--- src/rtl/seg_display_pkg.sv ---
// Shared constants for the 7-segment display multiplexer.
// Glyph patterns are internal active-high, bit order {A,B,C,D,E,F,G}.
// Also holds the special digit codes and a width helper used for index/prescaler sizing.
package seg_display_pkg;

   localparam logic [6:0] SEG_0     = 7'b1111110;
   localparam logic [6:0] SEG_1     = 7'b0110000;
   localparam logic [6:0] SEG_2     = 7'b1101101;
   localparam logic [6:0] SEG_3     = 7'b1111001;
   localparam logic [6:0] SEG_4     = 7'b0110011;
   localparam logic [6:0] SEG_5     = 7'b1011011;
   localparam logic [6:0] SEG_6     = 7'b1011111;
   localparam logic [6:0] SEG_7     = 7'b1110000;
   localparam logic [6:0] SEG_8     = 7'b1111111;
   localparam logic [6:0] SEG_9     = 7'b1111011;
   localparam logic [6:0] SEG_A     = 7'b1110111;
   localparam logic [6:0] SEG_B     = 7'b0011111;
   localparam logic [6:0] SEG_C     = 7'b1001110;
   localparam logic [6:0] SEG_D     = 7'b0111101;
   localparam logic [6:0] SEG_E     = 7'b1001111;
   localparam logic [6:0] SEG_F     = 7'b1000111;
   localparam logic [6:0] SEG_DASH  = 7'b0000001;
   localparam logic [6:0] SEG_BLANK = 7'b0000000;

   localparam logic [3:0] CODE_DASH  = 4'hA;
   localparam logic [3:0] CODE_BLANK = 4'hB;

   // $clog2 that never returns 0, so a 1-entry range still gets a 1-bit signal.
   function automatic int clog2_min1(input int n);
      return (n <= 2) ? 1 : $clog2(n);
   endfunction

endpackage

--- src/rtl/seg7_glyph.sv ---
// Purpose: combinational digit-code to 7-segment glyph decoder (active-high, {A..G}).
// Ports: code = 4-bit digit code; hexMode = 1 shows A..F for codes 10..15,
//        0 shows dash for 10 and blank for 11..15; segments = active-high pattern.
module seg7_glyph
   import seg_display_pkg::*;
(
   input  logic [3:0] code,
   input  logic       hexMode,
   output logic [6:0] segments
);

   always_comb begin
      segments = SEG_BLANK;
      case (code)
         4'h0: segments = SEG_0;
         4'h1: segments = SEG_1;
         4'h2: segments = SEG_2;
         4'h3: segments = SEG_3;
         4'h4: segments = SEG_4;
         4'h5: segments = SEG_5;
         4'h6: segments = SEG_6;
         4'h7: segments = SEG_7;
         4'h8: segments = SEG_8;
         4'h9: segments = SEG_9;
         4'hA: segments = hexMode ? SEG_A : SEG_DASH;
         4'hB: segments = hexMode ? SEG_B : SEG_BLANK;
         4'hC: segments = hexMode ? SEG_C : SEG_BLANK;
         4'hD: segments = hexMode ? SEG_D : SEG_BLANK;
         4'hE: segments = hexMode ? SEG_E : SEG_BLANK;
         4'hF: segments = hexMode ? SEG_F : SEG_BLANK;
      endcase
   end

endmodule

--- src/rtl/seg_display_mux.sv ---
// Purpose: time-multiplexed DIGITS-digit 7-segment driver with shadow register,
//          leading-zero blanking, per-digit decimal point and selectable pin polarity.
// Ports: clock/reset (async, active-high); num/dp_in/load = value capture;
//        enable = anode gate; seg/dp/an = registered physical pins; digit_idx = active digit.
module seg_display_mux
   import seg_display_pkg::*;
#(
   parameter  int DIGITS         = 4,
   parameter  int CLK_DIV        = 50000,
   parameter  int HEX_MODE       = 0,
   parameter  int LZ_BLANK       = 1,
   parameter  int SEG_ACTIVE_LOW = 1,
   parameter  int AN_ACTIVE_LOW  = 1,
   localparam int IDX_W          = clog2_min1(DIGITS)
)(
   input  logic                  clock,
   input  logic                  reset,
   input  logic [4*DIGITS-1:0]   num,
   input  logic [DIGITS-1:0]     dp_in,
   input  logic                  load,
   input  logic                  enable,
   output logic [6:0]            seg,
   output logic                  dp,
   output logic [DIGITS-1:0]     an,
   output logic [IDX_W-1:0]      digit_idx
);

   localparam int                PRE_W    = clog2_min1(CLK_DIV);
   localparam logic [PRE_W-1:0]  PRE_LAST = PRE_W'(CLK_DIV - 1);
   localparam logic [IDX_W-1:0]  IDX_LAST = IDX_W'(DIGITS - 1);
   localparam logic [6:0]        SEG_OFF  = (SEG_ACTIVE_LOW != 0) ? 7'h7F : 7'h00;
   localparam logic              DP_OFF   = (SEG_ACTIVE_LOW != 0);
   localparam logic [DIGITS-1:0] AN_OFF   = (AN_ACTIVE_LOW != 0) ? {DIGITS{1'b1}} : {DIGITS{1'b0}};

   logic [PRE_W-1:0]  prescaler;
   logic              tick;
   logic [IDX_W-1:0]  scanIdx;
   logic [IDX_W-1:0]  nextIdx;
   logic [3:0]        shadowCode [DIGITS];
   logic [DIGITS-1:0] shadowDp;

   logic [DIGITS-1:0] lzMask;
   logic              upperZero;
   logic [6:0]        glyphSeg;
   logic [6:0]        litSeg;
   logic              litDp;
   logic [DIGITS-1:0] anHot;
   logic [6:0]        physSeg;
   logic              physDp;
   logic [DIGITS-1:0] physAn;

   // Scan prescaler: one tick per CLK_DIV clocks, on the last count of the slot.
   assign tick = (prescaler == PRE_LAST);

   always_ff @(posedge clock or posedge reset) begin
      if (reset) begin
         prescaler <= '0;
      end else if (tick) begin
         prescaler <= '0;
      end else begin
         prescaler <= prescaler + 1'b1;
      end
   end

   always_comb begin
      nextIdx = scanIdx;
      if (tick) begin
         nextIdx = (scanIdx == IDX_LAST) ? '0 : scanIdx + 1'b1;
      end
   end

   always_ff @(posedge clock or posedge reset) begin
      if (reset) begin
         scanIdx <= '0;
      end else begin
         scanIdx <= nextIdx;
      end
   end

   assign digit_idx = scanIdx;

   // Shadow register: holds the displayed value between loads.
   always_ff @(posedge clock or posedge reset) begin
      if (reset) begin
         for (int k = 0; k < DIGITS; k++) begin
            shadowCode[k] <= CODE_BLANK;
         end
         shadowDp <= '0;
      end else if (load) begin
         for (int k = 0; k < DIGITS; k++) begin
            shadowCode[k] <= num[4*k +: 4];
         end
         shadowDp <= dp_in;
      end
   end

   // Leading-zero mask: walk from the top digit down while every code seen is 0.
   // Digit 0 is excluded so a zero value still shows a single "0".
   always_comb begin
      upperZero = 1'b1;
      lzMask    = '0;
      for (int k = DIGITS - 1; k >= 1; k--) begin
         upperZero = upperZero && (shadowCode[k] == 4'h0);
         lzMask[k] = upperZero && (LZ_BLANK != 0);
      end
   end

   seg7_glyph uGlyph (
      .code     (shadowCode[nextIdx]),
      .hexMode  (HEX_MODE != 0),
      .segments (glyphSeg)
   );

   // Outputs are built from the next index so an anode switch and its glyph
   // land on the same edge as the tick; the shadow used is the pre-load value.
   always_comb begin
      litSeg = lzMask[nextIdx] ? SEG_BLANK : glyphSeg;
      litDp  = shadowDp[nextIdx];
      anHot  = '0;
      anHot[nextIdx] = 1'b1;
      physSeg = (SEG_ACTIVE_LOW != 0) ? ~litSeg : litSeg;
      physDp  = (SEG_ACTIVE_LOW != 0) ? ~litDp  : litDp;
      physAn  = (AN_ACTIVE_LOW  != 0) ? ~anHot  : anHot;
   end

   always_ff @(posedge clock or posedge reset) begin
      if (reset) begin
         seg <= SEG_OFF;
         dp  <= DP_OFF;
         an  <= AN_OFF;
      end else if (!enable) begin
         seg <= SEG_OFF;
         dp  <= DP_OFF;
         an  <= AN_OFF;
      end else begin
         seg <= physSeg;
         dp  <= physDp;
         an  <= physAn;
      end
   end

endmodule

--- config.mk ---
export PLATFORM = sky130hd
export DESIGN_NAME = seg_display_mux
export DESIGN_NICKNAME = d
export VERILOG_FILES = /design/src/rtl/seg_display_pkg.sv /design/src/rtl/seg7_glyph.sv /design/src/rtl/seg_display_mux.sv
export SDC_FILE = /design/constraint.sdc
export NUM_CORES = 1
export LEC_CHECK = 0
export BUFFER_PORTS_ARGS = -buffer_cell sky130_fd_sc_hd__buf_2
export CORE_UTILIZATION = 44
export CTS_CLUSTER_SIZE = 28
export DETAILED_ROUTE_END_ITERATION = 16
export HOLD_SLACK_MARGIN = 0.12
export PLACE_DENSITY_LB_ADDON = 0.1
export SYNTH_ARGS = -nofsm -noshare
export SYNTH_HDL_FRONTEND = slang
export SYNTH_SLANG_ARGS = --single-unit
--- constraint.sdc ---
create_clock -name clock -period 8.4 [get_ports clock]
set_input_delay 0.84 -clock clock [delete_from_list [all_inputs] [get_ports clock]]
set_output_delay 0.84 -clock clock [all_outputs]
set_load 0.01 [all_outputs]
* Word level (Yosys, flattened, before mapping)
Index checks and enable logic that the tools add are counted.
Operators by class: add/subtract/negate cells 2, $lt $le $gt $ge 3, div/mod/pow operators 0, equal/unequal tests 17, bitwise gates (word level) 4, reductions and logical operators 8, multipliers 0, shift-type cells 0, mux-type cells 17
Operators by type and width (number):
- one-hot mux 7 bit (12 select lines) | 1
- == test 4 bit (second input constant) | 8
- adder 16 x 1 -> 16 bit (second input constant) | 1
- == test 16 bit (second input constant) | 1
- == test 4 x 3 -> 1 bit (second input constant) | 4
- logical NOT 4 bit | 4
- 2-to-1 mux 16 bit | 1
- 2-to-1 mux 7 bit | 2
- 2-to-1 mux 4 bit | 3
- binary-select mux 4 bit (select 2 bit) | 1
- == test 4 x 2 -> 1 bit (second input constant) | 2
- NOT 7 bit | 1
- OR reduction 5 bit | 1
- binary-select mux 1 bit (select 2 bit) | 2
- == test 4 x 1 -> 1 bit (second input constant) | 1
- 2-to-1 mux 1 bit | 4
- 2-to-1 mux 2 bit | 2
- NOT 4 bit | 1
- greater-or-equal comparator 3 bit (second input constant) | 1
- logical AND 1 bit | 3
- less-than comparator 2 x 3 -> 1 bit (second input constant) | 1
- NOT 2 -> 3 bit | 1
- adder 2 x 1 -> 2 bit (second input constant) | 1
- demux 1 bit (select 2 bit) | 1
- 3 further kinds | 3
Storage, ports and cells: output and inout port bits 14, bits of input ports 24, flip-flop bits (word level) 50, memories kept 0, bits in latches 0, RAM bits 0, ROM bits 0

* Depth between registers and ports, before layout
Gate-level depths: netlist (run 1).
word-level depth 13, mapped depth 11

* Hierarchy
A second synthesis (run 1) with hierarchy kept.
Second synthesis, totals: cell total of the unflattened synthesis 233, area, all modules 2578.7 sq um
Modules (own cells, without submodules):
- seg_display_mux | cells each 192, sequential area each 1281.2 sq um, instances 1, area an instance 2287.2 sq um
- seg7_glyph | cells each 41, sequential area each 0.0 sq um, instances 1, area an instance 291.5 sq um

* Least setup slack after synthesis (run 1)
No wires, ideal clock.
path type reg-to-reg, from reg prescaler[11], to reg seg[2], required time 8306 ps, period minus slack after synthesis 2669 ps, setup time 94 ps, cell stages (with the launch flop) 7, buffers on the path 0, setup slack 5731 ps, arrival 2575 ps, cells stage by stage dfrtp_1 or4b_4 o41a_4 a221oi_1 a32oi_4 and2_1 or4b_1
Between the ends: word-level cells in the longest chain between the ends 12, elaborated cells on any way between the ends 29, classes of those cells eq/ne: 16; mux: 9; bitwise: 2; reduce/logical: 2
RTL lines:
- start, declared | line seg_display_mux.sv:35 | logic [PRE_W-1:0] prescaler;
- start signal, assigned | line seg_display_mux.sv:61 | prescaler <= prescaler + 1'b1;
- == test 16 bit * | line seg_display_mux.sv:53 | assign tick = (prescaler == PRE_LAST);
- 2-to-1 mux 2 bit * | line seg_display_mux.sv:67 | if (tick) begin
- NOT 2 -> 3 bit (implied by the code) | line seg_display_mux.sv:109 | .code (shadowCode[nextIdx]),
- binary-select mux 4 bit (select 2 bit) | line seg_display_mux.sv:109
- 2-to-1 mux 4 bit (implied by the code) (2 in series) | line seg_display_mux.sv:109
- == test 4 bit | line seg7_glyph.sv:14 | case (code)
- OR reduction 5 bit (no source line)
- one-hot mux 7 bit (12 select lines) | line seg7_glyph.sv:14
- 2-to-1 mux 7 bit * | line seg_display_mux.sv:117 | litSeg = lzMask[nextIdx] ? SEG_BLANK : glyphSeg;
- NOT 7 bit * | line seg_display_mux.sv:121 | physSeg = (SEG_ACTIVE_LOW != 0) ? ~litSeg : litSeg;
- 2-to-1 mux 7 bit * | line seg_display_mux.sv:131 | end else if (!enable) begin
- end signal, assigned | line seg_display_mux.sv:136 | seg <= physSeg;
- end, declared | line seg_display_mux.sv:22 | output logic [6:0] seg,
Every way passes the cells marked *; elsewhere a longest branch is shown, timed or not. The select of a mux whose other input is x is not followed. A chain may end at the register's enable or synchronous reset.

* Final worst setup path (run 1)
Same ends and word-level chain as after synthesis.

==> run metrics, run 1 <==
status=complete, no violations; setup TNS=0 ns; number of synthesized flops with an enable pin=0; delay of the slowest critical-path stage=0.64 ns; Clock Sinks=50; Syn Inst Count=219; final worst path period need=3.20 ns; footprint of the multi-input gates=1160 µm²; mux cell area share after synthesis=0.0718; Min-Delay Startpoint=prescaler[0]; largest family of logic cells by synthesized area=simple AND/OR/NAND/NOR gates; Slew Viols, Final=0; Worst-Margin Slew=1.00 ns; crit path DAT=3.42 ns; Seq/Total Area, Yosys=0.511; critical-path maximum fanout=14; Worst Path Required=8.62 ns; Hold Crit Class=flip-flop to flip-flop; register area=1280 µm²; chip width=77.5 µm; layout cells sized above 1=0.389; Area contributors post-synth=dfrtp_1, dfstp_2, mux2_2; asr flop ratio synth=1.00; IO Port Bufs=37; Startpoint Class=flip-flop; routing usage on met3=0.0424; DRT Wirelength=4.80 mm; Synth Area in Adders=0.00998; post-synthesis xor/xnor area fraction=0.0524; Initial Utilization=0.456; clock root buffer=clkbuf_8; WS Path Type=flip-flop to flip-flop; Final period util=0.381; #FFs+latches synth=50; Final setup violation count=0; Max IR drop VDD=0.0000851 V; 1st-iter DRT viols=90; pwr dens=170 nW/µm²; n_diodes=0; Clock Path Buffers=2; setup slack, reg-to-reg=5.20 ns; antenna violations before repair=0; global route overflow=0; worst path cell trace=or4b_4, nor4_4, a21oi_4, inv_2, a32oi_1, nor2b_1, or4b_1; Clock Pin Slew Worst Setup and Hold Paths=0.09 ns; die area=6010 µm²; r2r worst-path depth=7; routability cong.=0.814; synth unique cells=46; top cell type's share of synthesized area=0.259; Most used DFF post-synth=dfrtp_1; post-synth top area cell=dfrtp_1; Nets=282; GRT busiest layer=met1; DP HPWL=3.38 mm; IO Pins=38; r2r startpoint=prescaler[11]; Num CTS Buffers=5; Cell Rows=27; total track usage=0.173; RSZ-0062 raised after global routing=false; fraction of the mapped netlist area in simple logic gates=0.187; GR Util met1=0.262; Leak=1.23 nW; postcts setup bufs=0; dpl ws=5.20 ns; crit end category=flip-flop; Synth warnings=0; # DRC=0; Syn Area/Cell=11.5 µm²; CTS resizes=0; core footprint=5510 µm²; Fmax=313 MHz; Via-to-Cell Ratio=5.37; vias=1766; Synth Area in Compound Gates=0.142; maximum capacitance violations=0; final core utilization=0.519; GRT met2 Usage=0.238; H-tree levels=2; Rel. slew slack=0.330; vias in the first global route=1630; Cell Area, Synth=2510 µm²; Die Y=77.5 µm; Layout fillers=527; CP max stage cell=nor4_4; Final Skew=0.00865 ns; largest net degree at the start of global routing=51; Final ANT Viol Nets=0; TritonCTS clock tree=done; hold path depth=1; Post-CTS Hold Fix Bufs=0; worst reg2reg endpoint=seg[2]; end of the worst hold path=prescaler[0]; first-pass GRT wire length=8.03 mm; worst setup margin=5.20 ns; syn nets=245; Fin. Hold Viols=0; later-pin clock latency in the skew report=0.31 ns; Area Growth Syn to Fin=14.0%; TritonRoute pass-1 iters=4; DR WL/cell=14.6 µm
[worst max-delay path: cells and delay by family (launching register included)]
kind / cells / cell delay, ns
buffers and inverters: 1 / 0.24
DFF: 1 / 0.45
and+or+nand+nor: 4 / 1.93
AOI/OAI and AO/OA: 2 / 0.50
[worst max-delay path by stage]
stage,from,end,depth (start not counted)
4_1_cts,prescaler[11],seg[2],7
5_1_grt,prescaler[12],seg[2],7
3_3_place_gp,prescaler[11],seg[2],7
3_5_place_dp,prescaler[11],seg[2],7
6_report,prescaler[11],seg[2],7
2_1_floorplan,prescaler[11],seg[2],6
[routing by layer]
layer	vias to the layer above	routed length [µm]
met5	-	0
met4	0	64
met3	5	180
met2	35	2060
met1	851	2490
li1	875	-
[area by class of cell]
class                      instances  share of cell area
timing repair buffer              37              0.0647
inverter                           8              0.0105
tap                               72              0.0315
clock buffer                       8              0.0389
multi-input combinational        154               0.406
sequential                        50               0.448
[metrics by stage]
step	power, W	cells	hold WS (ns)	cell area [µm²]
detailed placement	0.000326	321	0.448	2750
global placement	0.000326	321	0.448	2750
CTS	0.000492	329	0.461	2860
floorplan	0.000308	219	0.425	2510
global route	0.000509	329	0.499	2860
finish	0.000487	329	0.458	2860
[registers in the layout, summed over array words and instances (netlist names)]
register and flops:
seg 7, digit_idx 2, shadowCode 16, prescaler 16
dp 1, an 4, shadowDp 4
[Yosys cell counts, types with 2 or more instances]
cell and number:
o21ai_0 13, nand4bb_1 2, and4bb_2 2, dfrtp_1 26, a32oi_2 2, o211ai_1 2
xor2_1 10, nand3_1 15, mux2_2 15, ha_1 2, nor2b_1 5, and4_1 2
clkbuf_1 4, o41a_4 2, nand3b_1 3, nand2_1 20, o21ai_1 3, and3_1 6
a41oi_1 4, inv_2 2, xnor2_1 5, inv_1 6, and2_1 2, dfstp_2 24
nor4_1 3, nor2_1 16, a221oi_1 4
[kinds of logic (layout without fill, tap and decap cells)]
family | after synthesis | after routing
and+or+nand+nor | 82 | 82
xor gates and xnor gates | 15 | 15
adders and majority gates | 2 | 2
DFF | 50 | 50
AOI/OAI and AO/OA | 39 | 39
buffers and inverters | 15 | 53
muxes | 16 | 16
[power by group]
group	leakage, nW	switching, W	internal, W
Clock	0.0566	0.0000803	0.0000853
Combinational	0.592	0.0000286	0.0000244
Sequential	0.584	0.00000703	0.000261
Total	1.23	0.000116	0.000371
[cell usage in the layout (no fill, tap or decap), drive strengths merged, types with 3 or more instances in the layout]
master	synthesis	final
a41oi	4	4
a221oi	4	4
nor2	16	16
dfstp	24	24
nand3	15	15
nor4	4	4
xnor2	5	5
dfrtp	26	26
buf	3	37
nor2b	5	5
mux2	16	16
a32oi	4	4
nand3b	3	3
and3	6	6
inv	8	8
o21ai	17	17
clkbuf	4	8
xor2	10	10
nand2	20	20
Power figures use the tool's default switching activity.
==> run 2, diff against run 1 <==
==> constraint.sdc (replaced) <==
create_clock -name clock -period 2.9 [get_ports clock]
set_input_delay 0.29 -clock clock [delete_from_list [all_inputs] [get_ports clock]]
set_output_delay 0.29 -clock clock [all_outputs]
set_load 0.01 [all_outputs]
==> run 2 against run 1 <==
  * Power rose to 2.7 times the previous value
  * Final cell count up 4.6%
  * Die area unchanged
  * Worst hold slack worse by 0.26 ns
  * Via count up 4.9%
  * Critical path depth up 2
  * Global-route usage up 0.45 points
  * Critical endpoint unchanged
  * Highest routed layer unchanged
==> run metrics, run 2 (synthesis gave the netlist of run 1 again) <==
crit path DAT=2.98 ns (-0.44 ns); crit end category=flip-flop; pwr dens=454 nW/µm² (+170%); commonest non-fill, non-tap cell in the layout=buf_2; global route overflow=0 (unchanged); vias in the first global route=1709 (+4.8%); Initial Utilization=0.456 (unchanged); Hold Crit Class=input port to flip-flop; Die Y=77.5 µm (unchanged); DP HPWL=3.63 mm (+7.4%); vias=1852 (+4.9%); hold path depth=2 (+1); switching share of power=0.247 (+0.00943); DR WL/cell=14.2 µm (-2.5%); Fmax=362 MHz (+16%); n_diodes=0 (unchanged); final core utilization=0.535 (+0.0159); register area=1280 µm² (unchanged); footprint of the multi-input gates=1160 µm² (+0.11%); routability cong.=0.771 (-5.3%); RSZ-0062 raised after global routing=false; Num CTS Buffers=5 (unchanged); setup slack, reg-to-reg=0.14 ns (-5.06 ns); Final setup violation count=0 (unchanged); TritonCTS clock tree=done; 1st-iter DRT viols=65 (-28%); Rel. slew slack=0.575 (+0.245); largest net degree at the start of global routing=34 (-33%); Startpoint Class=flip-flop; H-tree levels=2 (unchanged); Nets=297 (+5.3%); CP top delay family=simple AND/OR/NAND/NOR gates; Clock power frac=0.297 (-0.043); CP max stage cell=nor4_4; r2r worst-path depth=9 (+2); setup TNS=0 ns (unchanged); Clock Path Buffers=2 (unchanged); core footprint=5510 µm² (unchanged); Final Skew=0.00467 ns (-0.00398 ns); first-pass GRT wire length=8.31 mm (+3.5%); Layout fillers=523 (-0.76%); Via-to-Cell Ratio=5.38 (+0.30%); critical-path maximum fanout=11 (-3); die area=6010 µm² (unchanged); most frequent cells in the layout=buf_2, dfrtp_1, dfstp_2; Worst Path Required=3.12 ns (-5.50 ns); Clock Sinks=50 (unchanged); Power, Total=0.00134 W (+170%); Clock Pin Slew Worst Setup and Hold Paths=0.09 ns (about the same); Min-Delay Startpoint=enable; worst reg2reg endpoint=seg[2]; sw power=0.000331 W (+190%); status=complete, no violations; end of the worst hold path=an[0]; worst path cell trace=nand4bb_1, buf_4, nor4_4, a21oi_4, inv_2, a32oi_1, buf_4, nor2b_1, or4b_1; Seq pwr share=0.582 (+0.031); Final period util=0.952 (+0.571); crit-path most repeated cell=buf_4; Slew Viols, Final=0 (unchanged); Max IR drop VDD=0.000259 V (+200%); total track usage=0.177 (+0.00448); CP Buf/Inv Count=3 (+2); r2r startpoint=prescaler[12]; final worst path period need=2.76 ns (-0.439 ns); chip width=77.5 µm (unchanged); Cell Rows=27 (unchanged); DRT Wirelength=4.89 mm (+2.0%); Leak=1.29 nW (+4.8%); # DRC=0 (unchanged); Area Growth Syn to Fin=17.5%; Final ANT Viol Nets=0 (unchanged); IO Pins=38 (unchanged); later-pin clock latency in the skew report=0.30 ns (about the same); Regs by FF count=prescaler: 16 flops, shadowCode: 16 flops, seg: 7 flops; WS Path Type=flip-flop to flip-flop; Fin. Hold Viols=0 (unchanged); layout cells sized above 1=0.419 (+0.0300); TritonRoute pass-1 iters=4 (unchanged); non-filler instance count after layout=344 (+4.6%); maximum capacitance violations=0 (unchanged); delay of the slowest critical-path stage=0.47 ns (-0.17 ns); clock root buffer=clkbuf_8; antenna violations before repair=0 (unchanged); Comb power frac=0.121 (+0.012); Worst-Margin Slew=0.631 ns (-0.372 ns); IO Port Bufs=37 (unchanged); Int Power=0.00101 W (+170%); placed insts=335 (+4.4%)
## run 2: power groups by stage
| stage | Combinational, W | Clock [W] | Sequential [W] |
|---|---|---|---|
| finish | 0.000162 | 0.000397 | 0.000778 |
| CTS | 0.000164 | 0.000413 | 0.000778 |
| global placement | 0.000159 | 0 | 0.000790 |
| global route | 0.000180 | 0.000443 | 0.000784 |
| detailed placement | 0.000162 | 0 | 0.000791 |
| floorplan | 0.000102 | 0 | 0.000791 |
## run 2: worst max path at each step
stage | slack (ns) | to | startpoint | cells after the start
floorplan | 0.23 | seg[2] | prescaler[11] | 6
global placement | 0.18 | seg[2] | prescaler[12] | 9
detailed placement | 0.16 | seg[1] | prescaler[5] | 8
CTS | 0.14 | seg[2] | prescaler[12] | 9
global route | 0.005 | seg[2] | prescaler[12] | 9
finish | 0.14 | seg[2] | prescaler[12] | 9
## run 2: through the flow
stage / setup WS [ns] / area, µm² / hold slack [ns]
6_report: 0.139 / 2950 / 0.199
5_1_grt: 0.00499 / 2950 / 0.189
4_1_cts: 0.135 / 2950 / 0.188
3_5_place_dp: 0.157 / 2850 / 0.282
3_3_place_gp: 0.185 / 2850 / 0.278
2_1_floorplan: 0.231 / 2510 / 0.350
## run 2: area by class of cell
type,count,area share
Timing Repair Buffer,52,0.102
Inverter,8,0.0102
Tap cell,72,0.0306
Sequential cell,50,0.435
Clock buffer,7,0.0259
Clock inverter,1,0.00212
Multi-Input combinational cell,154,0.395
## run 2: repair_timing
| item | 4_1_cts | 5_1_grt |
|---|---|---|
| hold endpoints to repair | 3 | 0 |
| endpoints found under the setup margin | 0 | 1 |
| resized for setup | 0 | 1 |
| setup buffers | 0 | 0 |
| hold buffers | 1 | 0 |
## run 2: metal layers
layer  GRT usage  part of all wire  up-vias
met1       0.269              0.53      898
met3      0.0435             0.041        7
li1            -                 -      902
met4      0.0585             0.016        0
met2       0.242              0.42       45
met5           0                 0        -
==> run 3, diff against run 2 <==
--- a/config.mk
+++ b/config.mk
@@ -6,7 +6,9 @@
 export NUM_CORES = 1
 export LEC_CHECK = 0
 export BUFFER_PORTS_ARGS = -buffer_cell sky130_fd_sc_hd__buf_2
-export CORE_UTILIZATION = 44
+export CELL_PAD_IN_SITES_DETAIL_PLACEMENT = 2
+export CELL_PAD_IN_SITES_GLOBAL_PLACEMENT = 2
+export CORE_UTILIZATION = 33
 export CTS_CLUSTER_SIZE = 28
 export DETAILED_ROUTE_END_ITERATION = 16
 export HOLD_SLACK_MARGIN = 0.12
==> run 3 against run 2 <==
  * Fmax is 2.2% lower
  * Highest routed layer unchanged
  * Clock power is 31% higher
  * Global-route usage is 1.0 points lower
  * First-iteration DRC count is 42% lower
  * Clock skew is 0.0035 ns higher
  * Final area is 3.7% higher
  * Sequential share of layout area is 1.6 points lower
  * Setup slack worse by 0.062 ns
  * Critical path type unchanged
  * Register-to-register slack worse by 0.06 ns
  * Die area is 32% higher
==> run metrics, run 3 (synthesis gave the netlist of run 1 again) <==
Fmax=354 MHz (-2.2%); Hold Crit Class=input port to async pin; Die Y=89.2 µm (+15%); Clock Pin Slew Worst Setup and Hold Paths=0.09 ns (about the same); Leak=1.34 nW (+3.8%); Regs by FF count=prescaler: 16 flops, shadowCode: 16 flops, seg: 7 flops; Fin. Hold Viols=0 (unchanged); status=complete, no violations; dpl ws=0.130 ns (-0.0268 ns); Clock Path Buffers=2 (unchanged); Rel. slew slack=0.391 (-0.184); Max IR drop VDD=0.000181 V (-30%); routing usage on met3=0.0314 (-0.0121); vias in the first global route=1926 (+13%); 1st-iter DRT viols=38 (-42%); Nets=299 (+0.67%); r2r worst-path depth=6 (-3); Critical Path Start=prescaler[7]; die area=7950 µm² (+32%); worst hold slack=0.181 ns (-0.0183 ns); later-pin clock latency in the skew report=0.30 ns (about the same); worst reg2reg endpoint=seg[2]; Worst-Margin Slew=0.912 ns (+0.281 ns); DP HPWL=4.45 mm (+23%); maximum capacitance violations=0 (unchanged); Area Growth Syn to Fin=21.9%; global route overflow=0 (unchanged); Num CTS Buffers=5 (unchanged); CP Capture Point=seg[2]; crit path DAT=3.04 ns (+0.06 ns); critical-path maximum fanout=6 (-5); crit end category=flip-flop; footprint of the multi-input gates=1190 µm² (+2.2%); Via-to-Cell Ratio=5.05 (-6.2%); Layout fillers=837 (+60%); final worst path period need=2.82 ns (+0.0618 ns); n_diodes=0 (unchanged); DR WL/cell=15.5 µm (+9.0%); r2r startpoint=prescaler[7]; TritonRoute pass-1 iters=4 (unchanged); Final period util=0.973 (+0.0213); commonest non-fill, non-tap cell in the layout=buf_2; largest net degree at the start of global routing=45 (+32%); setup slack, reg-to-reg=0.08 ns (-0.06 ns); H-tree levels=2 (unchanged); Clock Sinks=50 (unchanged); IO Pins=38 (unchanged); antenna violations before repair=0 (unchanged); RSZ-0062 raised after global routing=false; Initial Utilization=0.344 (-0.112); register area=1280 µm² (unchanged); Power, Total=0.00147 W (+9.6%); pwr dens=479 nW/µm² (+5.6%); Worst Path Required=3.11 ns (about the same); worst setup margin=0.0772 ns (-0.0618 ns); Final Skew=0.00814 ns (+0.00347 ns); GRT busiest layer=met2; WS Path Type=flip-flop to flip-flop; chip width=89.2 µm (+15%); clock root buffer=clkbuf_8; total track usage=0.167 (-0.0103); IO Port Bufs=37 (unchanged); postcts setup bufs=0 (unchanged); GRT met2 Usage=0.256 (+0.0136); routability cong.=0.752 (-2.4%); Startpoint Class=flip-flop; Slew Viols, Final=0 (unchanged); core footprint=7290 µm² (+32%); Final setup violation count=0 (unchanged); setup TNS=0 ns (unchanged); first-pass GRT wire length=9.85 mm (+19%); vias=1884 (+1.7%); most frequent cells in the layout=buf_2, dfrtp_1, dfstp_2; DRT Wirelength=5.78 mm (+18%); layout cells sized above 1=0.442 (+0.0225); Final ANT Viol Nets=0 (unchanged); Cell Rows=31 (+15%); GR Util met1=0.239 (-0.0310); # DRC=0 (unchanged); TritonCTS clock tree=done
## run 3: critical path: stages, from the launching register on
cell	delay [ns]
dfrtp_1	0.44
or4b_4	0.61
o41a_4	0.41
a221oi_1	0.42
a32oi_4	0.13
and2_1	0.20
or4b_1	0.53
## run 3: worst min path at each step
| stage | startpoint | to | slack (ns) | cells after the start |
|---|---|---|---|---|
| floorplan | enable | dp | 0.35 | 1 |
| finish | reset | digit_idx[1] | 0.18 | 2 |
| CTS | enable | an[0] | 0.19 | 2 |
| global route | enable | an[0] | 0.19 | 2 |
| global placement | prescaler[0] | prescaler[0] | 0.45 | 1 |
| detailed placement | prescaler[0] | prescaler[0] | 0.45 | 1 |
## run 3: stage by stage
| step | area, µm² | util | cells |
|---|---|---|---|
| floorplan | 2510 | - | 219 |
| global placement | 2910 | 0.399 | 365 |
| detailed placement | 2910 | 0.399 | 365 |
| CTS | 3030 | 0.416 | 373 |
| global route | 3060 | 0.419 | 373 |
| finish | 3060 | 0.419 | 373 |
## run 3: final cells by class
| class | instances | share of cell area |
|---|---|---|
| clock buffers | 6 | 0.0270 |
| clock inverters | 2 | 0.0127 |
| inverters | 8 | 0.00982 |
| multi-input cells | 154 | 0.389 |
| flip-flops and latches | 50 | 0.419 |
| well taps | 99 | 0.0405 |
| repair buffers | 54 | 0.102 |
## run 3: where the power goes
part,switching [W],internal (W)
sequential,0.0000222,0.000757
combinational,0.0000870,0.0000790
clock,0.000236,0.000284
total,0.000345,0.00112
## run 3: timing repair
action	4_1_cts	5_1_grt
resized for setup	0	4
hold endpoints to repair	0	0
hold buffers	0	0
endpoints found under the setup margin	0	4
## run 3: routing by layer
layer	wire length (µm)	share of wire
met1	2890	0.50
met2	2660	0.46
met3	168	0.029
met4	63	0.011
met5	0	0
